[src/rtl/countdown_timer4.sv]
// countdown_timer4: loadable 4-bit down-counter with IDLE/RUN/DONE sequencing.
// The next count comes from a gate-level decrementer. Count never wraps below
// zero. AUTO_RELOAD=1 restarts from the last loaded value after each expiry.

// Gate-level 4-bit decrementer: d = count - 1, ripple-borrow chain.
module decrementer4bit (
  input  logic [3:0] count,
  output logic [3:0] d
);
  logic [2:0] w_borrow;

  // Borrow into bit n+1 exists only when every lower bit is zero.
  assign w_borrow[0] = ~count[0];
  assign w_borrow[1] = ~count[1] & w_borrow[0];
  assign w_borrow[2] = ~count[2] & w_borrow[1];

  assign d[0] = ~count[0];
  assign d[1] = count[1] ^ w_borrow[0];
  assign d[2] = count[2] ^ w_borrow[1];
  assign d[3] = count[3] ^ w_borrow[2];
endmodule

module countdown_timer4 #(
  parameter bit AUTO_RELOAD = 1'b0
) (
  input  logic       clk,
  input  logic       rst,
  input  logic       load_valid,
  input  logic [3:0] load_value,
  output logic       load_ready,
  input  logic       pause,
  input  logic       abort,
  output logic [3:0] count,
  output logic       busy,
  output logic       done
);

  typedef enum logic [1:0] {
    StIdle = 2'd0,
    StRun  = 2'd1,
    StDone = 2'd2
  } state_e;

  state_e     r_state;
  state_e     w_state_nxt;
  logic [3:0] r_count;
  logic [3:0] w_count_nxt;
  logic [3:0] r_reload;
  logic [3:0] w_reload_nxt;
  logic [3:0] w_dec;
  logic       r_load_ready;
  logic       r_busy;
  logic       r_done;

  decrementer4bit u_dec (
    .count (r_count),
    .d     (w_dec)
  );

  // Next-state, next-count and reload-value selection.
  always_comb begin
    w_state_nxt  = r_state;
    w_count_nxt  = r_count;
    w_reload_nxt = r_reload;
    case (r_state)
      StIdle: begin
        if (load_valid) begin
          w_count_nxt  = load_value;
          w_reload_nxt = load_value;
          w_state_nxt  = (load_value == 4'd0) ? StDone : StRun;
        end
      end
      StRun: begin
        if (abort) begin
          w_count_nxt = 4'd0;
          w_state_nxt = StIdle;
        end else if (!pause) begin
          // At count<=1 force zero so the decrementer's 4'hF never lands.
          if (r_count > 4'd1) begin
            w_count_nxt = w_dec;
          end else begin
            w_count_nxt = 4'd0;
            w_state_nxt = StDone;
          end
        end
      end
      StDone: begin
        if (AUTO_RELOAD && (r_reload != 4'd0)) begin
          w_count_nxt = r_reload;
          w_state_nxt = StRun;
        end else begin
          w_count_nxt = 4'd0;
          w_state_nxt = StIdle;
        end
      end
      default: begin
        w_count_nxt = 4'd0;
        w_state_nxt = StIdle;
      end
    endcase
  end

  // State, count, reload and registered state-decoded outputs.
  always_ff @(posedge clk) begin
    if (rst) begin
      r_state      <= StIdle;
      r_count      <= 4'd0;
      r_reload     <= 4'd0;
      r_load_ready <= 1'b1;
      r_busy       <= 1'b0;
      r_done       <= 1'b0;
    end else begin
      r_state      <= w_state_nxt;
      r_count      <= w_count_nxt;
      r_reload     <= w_reload_nxt;
      r_load_ready <= (w_state_nxt == StIdle);
      r_busy       <= (w_state_nxt == StRun);
      r_done       <= (w_state_nxt == StDone);
    end
  end

  assign load_ready = r_load_ready;
  assign busy       = r_busy;
  assign done       = r_done;
  assign count      = r_count;

endmodule

[config.mk]
export PLATFORM = sky130hd
export DESIGN_NAME = countdown_timer4
export DESIGN_NICKNAME = d
export VERILOG_FILES = /design/src/rtl/countdown_timer4.sv
export SDC_FILE = /design/constraint.sdc
export NUM_CORES = 1
export LEC_CHECK = 0
export ABC_CLOCK_PERIOD_IN_PS = 2000
export BUFFER_PORTS_ARGS = -buffer_cell sky130_fd_sc_hd__clkbuf_2
export CORE_AREA = 4 4 41 43
export DETAILED_ROUTE_END_ITERATION = 10
export DIE_AREA = 0 0 45 47
export SYNTH_ARGS = -nofsm -noshare
export SYNTH_HDL_FRONTEND = slang
export SYNTH_SLANG_ARGS = --single-unit
[constraint.sdc]
create_clock -name clk -period 2 [get_ports clk]
set_clock_uncertainty 0.05 [all_clocks]
set_input_delay 0.3 -clock clk [delete_from_list [all_inputs] [get_ports clk]]
set_output_delay 0.3 -clock clk [all_outputs]
set_load 0.005 [all_outputs]
## Yosys cells after proc, flatten, opt, wreduce, memory -nomap -nowiden

Index checks and enable logic that the tools add are counted.

- Order comparisons: 1
- Equality and inequality tests: 5
- Multiplexer cells: 11
- Bitwise gates (word level): 8
- Reductions and logical operators: 4

Operator list:

| cell | number |
|---|---|
| $mux W4 | 4 |
| $mux W2 | 5 |
| $pmux W4 S2 | 1 |
| $eq A2 B1 Y1 const B | 2 |
| $gt A4 B1 Y1 const B | 1 |
| $logic_not A2 Y1 | 2 |
| $logic_not A4 Y1 | 1 |
| $pmux W2 S2 | 1 |
| $ne A3 B3 Y1 const B | 1 |
| $not A1 Y1 | 3 |
| $xor A1 B1 Y1 | 3 |
| $and A1 B1 Y1 | 2 |
| $eq A2 B2 Y1 const B | 1 |
| $ne A2 B2 Y1 const B | 1 |
| $reduce_and A2 Y1 | 1 |

- Flip-flop bits (word level): 9
- Logic and storage cells: 34

## Depth between registers and ports, before layout

Gate-level depths: netlist of the first run.

- Depth after elaboration: 8
- Mapped depth: 6
- Mapped depth without buffers: 6

## Cells and area by module

Synthesis of the first run repeated with hierarchy kept, for this count alone.

- Cells, all modules: 61
- Area total of the unflattened synthesis: 533.0 µm²

Modules (own cells, without submodules):

| module | times used | cells each | area an instance (µm²) | seq. area each (µm²) |
|---|---|---|---|---|
| countdown_timer4 | 1 | 53 | 480.5 | 180.2 |
| decrementer4bit | 1 | 8 | 52.6 | 0.0 |

## Worst setup path before layout of the first run

OpenSTA, ideal clock, no wires.

- Kind: reg-to-reg
- Start point: register r_count[0], in the netlist count[0]
- End point: register r_count[3], in the netlist count[3]
- Setup time: 85 ps
- Arrival: 1274 ps
- Required time: 1865 ps
- Slack: 591 ps
- Cell stages (with the launch flop): 7
- Buffers on the path: 0
- Period minus slack after synthesis: 1409 ps
- Cell sequence: dfxtp_1 -> inv_1 -> ha_1 -> nor2_1 -> o2111ai_1 -> a211o_1 -> o31ai_2

- Word-level cells in the longest chain between the ends: 8

RTL lines:

| element | RTL line | source |
|---|---|---|
| from (decl) | 46 | `logic [3:0] r_count;` |
| from (signal assigned) | 114 | `r_count <= w_count_nxt;` |
| branches (longest 4 deep; another with $gt A4 B1 Y1) | -- |  |
| $mux W4 (*) | 79 | `if (r_count > 4'd1) begin` |
| $mux W4 (*) | 77 | `end else if (!pause) begin` |
| $mux W4 (*) | 74 | `if (abort) begin` |
| $pmux W4 S2 (*) | 65 | `case (r_state)` |

Mark *: on every way between the ends. The select of a mux whose other input is x is not followed.
A chain may end at the register's enable or synchronous reset.

## Worst setup path after layout of the first run

- Start point: register r_count[0], in the netlist count[0]
- End point: register r_load_ready, in the netlist load_ready

- Word-level cells in the longest chain between the ends: 6

RTL lines:

| element | RTL line | source |
|---|---|---|
| $gt A4 B1 Y1 | 79 |  |
| $mux W2 | 79 |  |
| $mux W2 | 77 |  |
| $mux W2 | 74 |  |
| $pmux W2 S2 | 65 |  |
| $logic_not A2 Y1 | 116 | `r_load_ready <= (w_state_nxt == StIdle);` |
| to (signal assigned) | 116 |  |
| to (decl) | 51 | `logic r_load_ready;` |

No other way between the ends.

==> results.ini, run 1 <==
[status]
status=finished, final reports clean

[drt]
drt-vias-per-instance=5.23
firstDrtPassIters=4
num_vias=439
first_iter_violations=3
ant_nets=0
wl_per_cell_um=12.7
wl_um=1070
drc=0

[cts]
clkLatencyLatePin_ns=0.25
cts_resized=0
post_cts_buffers=0
cts.sinks=9
postCtsHoldBufs=0
cts_tree=done
clk_pin_slew_ns=0.06
cts.root.buffer_cell=clkbuf_4
htree_levels=1
numCtsBuffers=3
cts_max_path_buffers=2

[logic_synthesis]
syn-cell-area_um2=473
synth-compound-area-share=0.275
synth_edf_count=0
syn_area_per_cell_um2=9.27
synthAdderAreaFrac=0.0794
synth_top_family_by_area=compound AO/OA/AOI/OAI gates
synthSimpleGateAreaFrac=0.225
synth-xor-area-share=0
yosysWarnings=0
syn_inst=51
synth_cell_types=23
muxShareOfSynthArea=0
async_flop_share=0
synth-main-ff-cell=dfxtp_1
synth_seq_area_share=0.381
synth.ff_latch_count=9
synth_fp_nets=63

[layout]
syn2layout_area_growth_pct=24.6
fin_nets=82
drive_gt1_frac=0.319
n_fill_cell=139
diodes=0
regArea_um2=180
multi_input_area_um2=274
stdcell_count=84

[floorplan]
dieWidth_um=45
initial_utilization=0.363
io_pins=16
num_rows=13
die-area_um2=2120
coreArea_um2=1300
die_y_um=47

[global_routing]
grt_max_degree=10
grt-ovfl-total=0
grt_pass1_vias=451
antenna_found_initial=0
grt_pass1_wl_um=1930
grt_usage=0.127

[timing]
fin_setup_tns_ns=0
timing.fmax_mhz=659
rsz0062_at_grt=no
hold_slack_ns=0.298
timing.final.crit_share=0.759
hold_viol=0
setup_viol_count_final=0
worst_slew_pin_slew_ns=0.378
relSlewSlack=0.746
finalMaxSlewViolations=0
fin_crit_ns=1.52

[placement]
port_buffers=15
place.gp.congestion=0.751
dpl.cell_count=80
place_hpwl_um=807

[job]
maxCapViolCount=0

[worst_setup_path]
worstPathArrival_ns=1.67
worst_ep_required_time_ns=2.15
critPathSlowestCell=dfxtp_1
path_class=reg2reg
crit_chain=inv_1 > ha_1 > nor2_1 > nor4_1 > a32oi_1 > a31o_1
crit_fanout=5
crit_path_start_kind=flip-flop
crit_path_max_incr_delay_ns=0.38
end_kind=flip-flop

[power]
ir_drop_mv=0.301
power_frac_clock=0.311
p_int_w=0.000315
switchingPower_w=0.000123
seq_power_share=0.471
p_leak_nw=0.262
p_comb_frac=0.218
p_per_area_nw_per_um2=742
switching_share=0.281

[worst_hold_path]
min_path_type=in2reg

==> synthesized netlist by cell type, drive strengths merged (2+ instances only) <==
library cell	count	area, um2
a21oi	2	10.0
a22o	3	26.3
dfxtp	9	180
ha	3	37.5
inv	4	15.0
nand2	4	15.0
nor2	6	22.5
nor3	2	15.0
nor4	2	12.5
o21ai	3	15.0
o31ai	2	25.0
==> power groups by stage <==
| stage | clock network (W) | registers [W] | logic [W] |
|---|---|---|---|
| after detailed placement | 0 | 0.000209 | 0.0000949 |
| after CTS | 0.000142 | 0.000206 | 0.0000969 |
| final | 0.000136 | 0.000206 | 0.0000955 |
| after global placement | 0 | 0.000209 | 0.0000963 |
| after floorplan | 0 | 0.000209 | 0.0000611 |
| after global routing | 0.000154 | 0.000208 | 0.000111 |
==> final cells by class <==
type | instances | area share
well taps | 15 | 0.0318
repair buffers | 15 | 0.127
clock buffers | 4 | 0.0446
inverters | 4 | 0.0255
multi-input cells | 37 | 0.465
flip-flops and latches | 9 | 0.306
==> layout by cell type, fill, tap and decap left out, types with 2 or more instances in the layout <==
master | Yosys | routed
a21oi_1 | 2 | 2
a22o_1 | 3 | 3
clkbuf_2 | 0 | 15
clkbuf_4 | 0 | 3
dfxtp_1 | 9 | 9
ha_1 | 3 | 3
inv_1 | 4 | 4
nand2_1 | 4 | 4
nor2_1 | 6 | 6
nor4_1 | 2 | 2
o21ai_1 | 3 | 3
o31ai_2 | 2 | 2
==> cells by family after synthesis <==
family / after synthesis
adders and majority gates: 3
and+or+nand+nor: 18
buffers and inverters: 5
DFF: 9
AOI/OAI and AO/OA: 16
==> through the flow <==
| step | setup WS (ns) | utilization | power (W) | cell area, um2 |
|---|---|---|---|---|
| final | 0.483 | 0.453 | 0.000437 | 589 |
| after global routing | 0.304 | 0.453 | 0.000474 | 589 |
| after CTS | 0.469 | 0.453 | 0.000445 | 589 |
| after detailed placement | 0.483 | 0.433 | 0.000304 | 563 |
| after global placement | 0.536 | 0.433 | 0.000305 | 563 |
| after floorplan | 0.591 | - | 0.000270 | 473 |
==> worst max-delay path, delay by kind of cell (launching register included) <==
kind	cells	cell delay, ns
fa+ha+maj	1	0.21
flops	1	0.38
simple gates	2	0.30
buf+inv	1	0.06
compound gates	2	0.47
==> flip-flops by register name (all words and copies together), names as in the netlist <==
signal	flops
done	1
count	4
busy	1
load_ready	1
r_state	2
==> final timing paths <==
kind,startpoint,to,slack (ns),cells past startpoint
setup / recovery,count[0],load_ready,0.48,6
hold reg to reg,count[1],count[1],0.47,1
setup reg to reg,count[0],load_ready,0.48,6
hold / removal,rst,busy,0.30,2
==> per-layer routing <==
layer	vias to the layer above	track usage	wire length (um)
met5	-	0	0
met4	0	0.0702	11
met3	2	0.0345	43
met2	10	0.218	520
met1	201	0.144	493
li1	226	-	-
No activity file was read; power rests on OpenSTA's default activity.
==> inputs of run 2 (changes only) <==
--- a/config.mk
+++ b/config.mk
@@ -5,7 +5,7 @@
 export SDC_FILE = /design/constraint.sdc
 export NUM_CORES = 1
 export LEC_CHECK = 0
-export ABC_CLOCK_PERIOD_IN_PS = 2000
+export ABC_CLOCK_PERIOD_IN_PS = 1450
 export BUFFER_PORTS_ARGS = -buffer_cell sky130_fd_sc_hd__clkbuf_2
 export CORE_AREA = 4 4 41 43
 export DETAILED_ROUTE_END_ITERATION = 10
==> constraint.sdc (replaced) <==
create_clock -name clk -period 1.45 [get_ports clk]
set_clock_uncertainty 0.05 [all_clocks]
set_input_delay 0.2175 -clock clk [delete_from_list [all_inputs] [get_ports clk]]
set_output_delay 0.2175 -clock clk [all_outputs]
set_load 0.005 [all_outputs]
==> results.ini, run 2 (same netlist as run 1, synthesis figures left out) <==
[status]
status=finished, final reports clean

[job]
maxCapViolCount=0

[placement]
preCtsSetupSlack_ns=0.0133
dpl-instance-area_um2=578
place_hpwl_um=833
port_buffers=15
place.gp.congestion=0.736

[floorplan]
coreArea_um2=1300
dieWidth_um=45
initial_utilization=0.363
die_y_um=47
num_rows=13
io_pins=16
die-area_um2=2120

[global_routing]
grt-ovfl-total=0
grt_pass1_vias=403
grt_max_degree=10
grt_pass1_wl_um=1730
grt_usage=0.115
antenna_found_initial=0

[power]
seq_power_share=0.439
switching_share=0.300
switchingPower_w=0.000199
p_leak_nw=0.291
power_frac_clock=0.283
p_per_area_nw_per_um2=955
ir_drop_mv=0.622
p_comb_frac=0.278
p_total_w=0.000662
p_int_w=0.000463

[layout]
drive_gt1_frac=0.500
final_cell_mix=clkbuf_2 (15), dfxtp_1 (7), nor2_1 (5), nand2_1 (4)
diodes=0
design_area_um2=693
largest_reg_flops=4
largest-register=count
reg_top3=count x4, r_state x2
layout_commonest_cell=clkbuf_2
syn2layout_area_growth_pct=46.6
n_fill_cell=122
fin_nets=85

[worst_setup_path]
crit_path_max_incr_delay_ns=0.38
critPathSlowestCell=dfxtp_2
critPathBufInv=1
crit_path_start=count[0]
worstPathArrival_ns=1.53
crit_chain=inv_2 > ha_4 > nor2_4 > o31ai_4 > o22a_1 > o31ai_2
crit_fanout=4
path_class=reg2reg
worst_ep_required_time_ns=1.57
end_kind=flip-flop
r2r-start=count[0]
crit_path_start_kind=flip-flop
path_delay_family=compound AO/OA/AOI/OAI gates

[cts]
htree_levels=1
numCtsBuffers=3
cts.sinks=9
cts.root.buffer_cell=clkbuf_4
cts_max_path_buffers=2
clkLatencyLatePin_ns=0.25
cts_tree=done
clk_pin_slew_ns=0.06
postCtsHoldBufs=0

[drt]
firstDrtPassIters=4
wl_um=1210
first_iter_violations=15
top_layer_used=met3
wl_met3_um=42
wl_met1_um=543
wl_per_cell_um=13.9
num_vias=457
drc=0
ant_nets=0
drt-vias-per-instance=5.25
met2_length_um=625

[timing]
fin_crit_ns=1.41
setup_viol_count_final=0
finalMaxSlewViolations=0
relSlewSlack=0.679
timing.fmax_mhz=709
timing.final.crit_share=0.972
worst_slew_pin_slew_ns=0.477
setup_slack_ns=0.0402
hold_viol=0
rsz0062_at_grt=yes

[worst_hold_path]
min_path_type=in2reg
worstHoldStart=rst

[run 2: cell count changes in the layout (fill, tap and decap cells not counted), sizes merged]
cell / previous run / this run
buf: 0 / 3
[run 2: layout make-up]
cell class,count,area [um2],area share
clock buffer,4,26.3,0.0379
sequential,9,185,0.267
inverter,4,17.5,0.0253
multi-input combinational,37,348,0.502
tap,15,18.8,0.0271
timing repair buffer,18,97.6,0.141
[run 2: timing repair]
action                                  4_1_cts  5_1_grt
setup buffers                                 0        1
gates resized for setup                       0       18
endpoints found under the setup margin        0        9
[run 2: per-stage QoR]
step | hold slack, ns | TNS, ns | std cells | utilization
3_5_place_dp | 0.453 | 0 | 82 | 0.444
6_report | 0.230 | 0 | 87 | 0.533
3_3_place_gp | 0.448 | 0 | 82 | 0.444
5_1_grt | 0.230 | -0.00138 | 87 | 0.533
4_1_cts | 0.205 | 0 | 86 | 0.464
2_1_floorplan | 0.378 | 0 | 51 | -
[run 2: power groups by stage]
stage	combinational (W)	clock [W]	sequential, W
after CTS	0.000138	0.000197	0.000282
after floorplan	0.0000842	0	0.000288
after detailed placement	0.000137	0	0.000287
after global routing	0.000202	0.000208	0.000294
after global placement	0.000139	0	0.000286
final	0.000184	0.000187	0.000290
[run 2: layer usage]
layer	track usage	vias up
li1	-	230
met5	0	-
met1	0.144	219
met4	0.0702	0
met2	0.172	8
met3	0.0345	0
[run 2: worst paths after layout]
kind / endpoint / slack (ns) / cells past startpoint
worst max-delay path: count[3] / 0.04 / 6
worst min-delay path: busy / 0.23 / 2
worst max register to register: count[3] / 0.04 / 6
worst min register to register: count[1] / 0.46 / 1
[run 2: worst reg2reg max path, cell delays in order (launching register included)]
cell and delay, ns:
dfxtp_2 0.38, inv_2 0.06, ha_4 0.16, nor2_4 0.18, o31ai_4 0.11, o22a_1 0.22
o31ai_2 0.17
==> inputs of run 3 (changes only) <==
--- a/config.mk
+++ b/config.mk
@@ -10,6 +10,7 @@
 export CORE_AREA = 4 4 41 43
 export DETAILED_ROUTE_END_ITERATION = 10
 export DIE_AREA = 0 0 45 47
+export RECOVER_POWER = 25
 export SYNTH_ARGS = -nofsm -noshare
 export SYNTH_HDL_FRONTEND = slang
 export SYNTH_SLANG_ARGS = --single-unit
==> results.ini, run 3 (same netlist as run 1, synthesis figures left out) <==
[timing]
timing.fmax_mhz=709
hold_viol=0
timing.final.crit_share=0.973
fin_crit_ns=1.41
worst_slew_pin_slew_ns=0.473
relSlewSlack=0.682
setup_viol_count_final=0
hold_slack_ns=0.228
fin_setup_tns_ns=0
finalMaxSlewViolations=0
rsz0062_at_grt=yes

[global_routing]
grt_pass1_wl_um=1730
grt_usage=0.115
grt_pass1_vias=403
grt-ovfl-total=0
grt_max_degree=10
antenna_found_initial=0

[drt]
ant_nets=0
wl_per_cell_um=14.0
first_iter_violations=14
drt-vias-per-instance=5.36
firstDrtPassIters=4
drc=0
wl_um=1210
num_vias=466

[floorplan]
coreArea_um2=1300
num_rows=13
io_pins=16
die-area_um2=2120
dieWidth_um=45
die_y_um=47
initial_utilization=0.363

[cts]
cts_max_path_buffers=2
clkLatencyLatePin_ns=0.26
postCtsHoldBufs=0
cts.sinks=9
cts.root.buffer_cell=clkbuf_4
cts_tree=done
htree_levels=1
clk_pin_slew_ns=0.06
numCtsBuffers=3

[layout]
largest-register=count
diodes=0
final_cell_mix=clkbuf_2 (12), dfxtp_1 (7), nor2_1 (5), nand2_1 (4), clkbuf_1 (4)
fin_nets=85
drive_gt1_frac=0.458
design_area_um2=689
largest_reg_flops=4
syn2layout_area_growth_pct=45.8
layout_commonest_cell=clkbuf_2
reg_top3=count x4, r_state x2
post-route-util=0.530

[placement]
place_hpwl_um=833
dpl-instance-area_um2=578
port_buffers=15
place.gp.congestion=0.736

[worst_setup_path]
crit_fanout=4
crit_path_start_kind=flip-flop
path_class=reg2reg
worst_ep_required_time_ns=1.57
end_kind=flip-flop
worstPathArrival_ns=1.53

[power]
p_per_area_nw_per_um2=961
ir_drop_mv=0.622
p_leak_nw=0.281
p_total_w=0.000662

[job]
maxCapViolCount=0

[status]
status=finished, final reports clean

[worst_hold_path]
min_path_type=in2reg

[run 3: cell count changes in the layout (fill, tap and decap cells not counted)]
cell	change
clkbuf_2	-3
clkbuf_1	+3
[run 3: path summary, 6_finish.rpt]
check	start	to	slack, ns	cells past startpoint
setup / recovery	count[0]	count[3]	0.04	6
hold reg to reg	count[1]	count[1]	0.46	1
setup reg to reg	count[0]	count[3]	0.04	6
hold / removal	rst	busy	0.23	2
[run 3: cell type report]
type,count,area (um2)
clock buffer,4,26.3
fill,125,612
multi-input combinational,37,348
tap,15,18.8
inverter,4,17.5
sequential,9,185
timing repair buffer,18,93.8
[run 3: repair_timing]
| item | 4_1_cts | 5_1_grt |
|---|---|---|
| resized for setup | 0 | 18 |
| endpoints found under the setup margin | 0 | 9 |
| setup buffers | 0 | 1 |
[run 3: stage by stage]
step	instances	setup slack [ns]
after floorplan	51	0.0413
after global placement	82	0.00754
after detailed placement	82	0.0133
after CTS	86	0.00762
after global routing	87	-0.00138
final	87	0.0396
[run 3: power by group]
| part | total [W] | switching (W) | internal [W] |
|---|---|---|---|
| Clock | 0.000189 | 0.0000834 | 0.000106 |
| Sequential | 0.000290 | 0.0000230 | 0.000267 |
| Combinational | 0.000183 | 0.0000939 | 0.0000891 |
| Total | 0.000662 | 0.000200 | 0.000462 |
[run 3: layer usage]
| metal | GRT usage | part of all wire | vias to the layer above |
|---|---|---|---|
| met5 | 0 | 0 | - |
| met4 | 0.0702 | 0.0049 | 0 |
| met3 | 0.0345 | 0.047 | 2 |
| met2 | 0.172 | 0.51 | 15 |
| met1 | 0.144 | 0.44 | 218 |
| li1 | - | - | 231 |
[run 3: critical path, cell delays in order, from the launching register on]
cell     delay (ns)
dfxtp_2        0.38
inv_2          0.06
ha_4           0.16
nor2_4         0.18
o31ai_4        0.11
o22a_1         0.22
o31ai_2        0.17
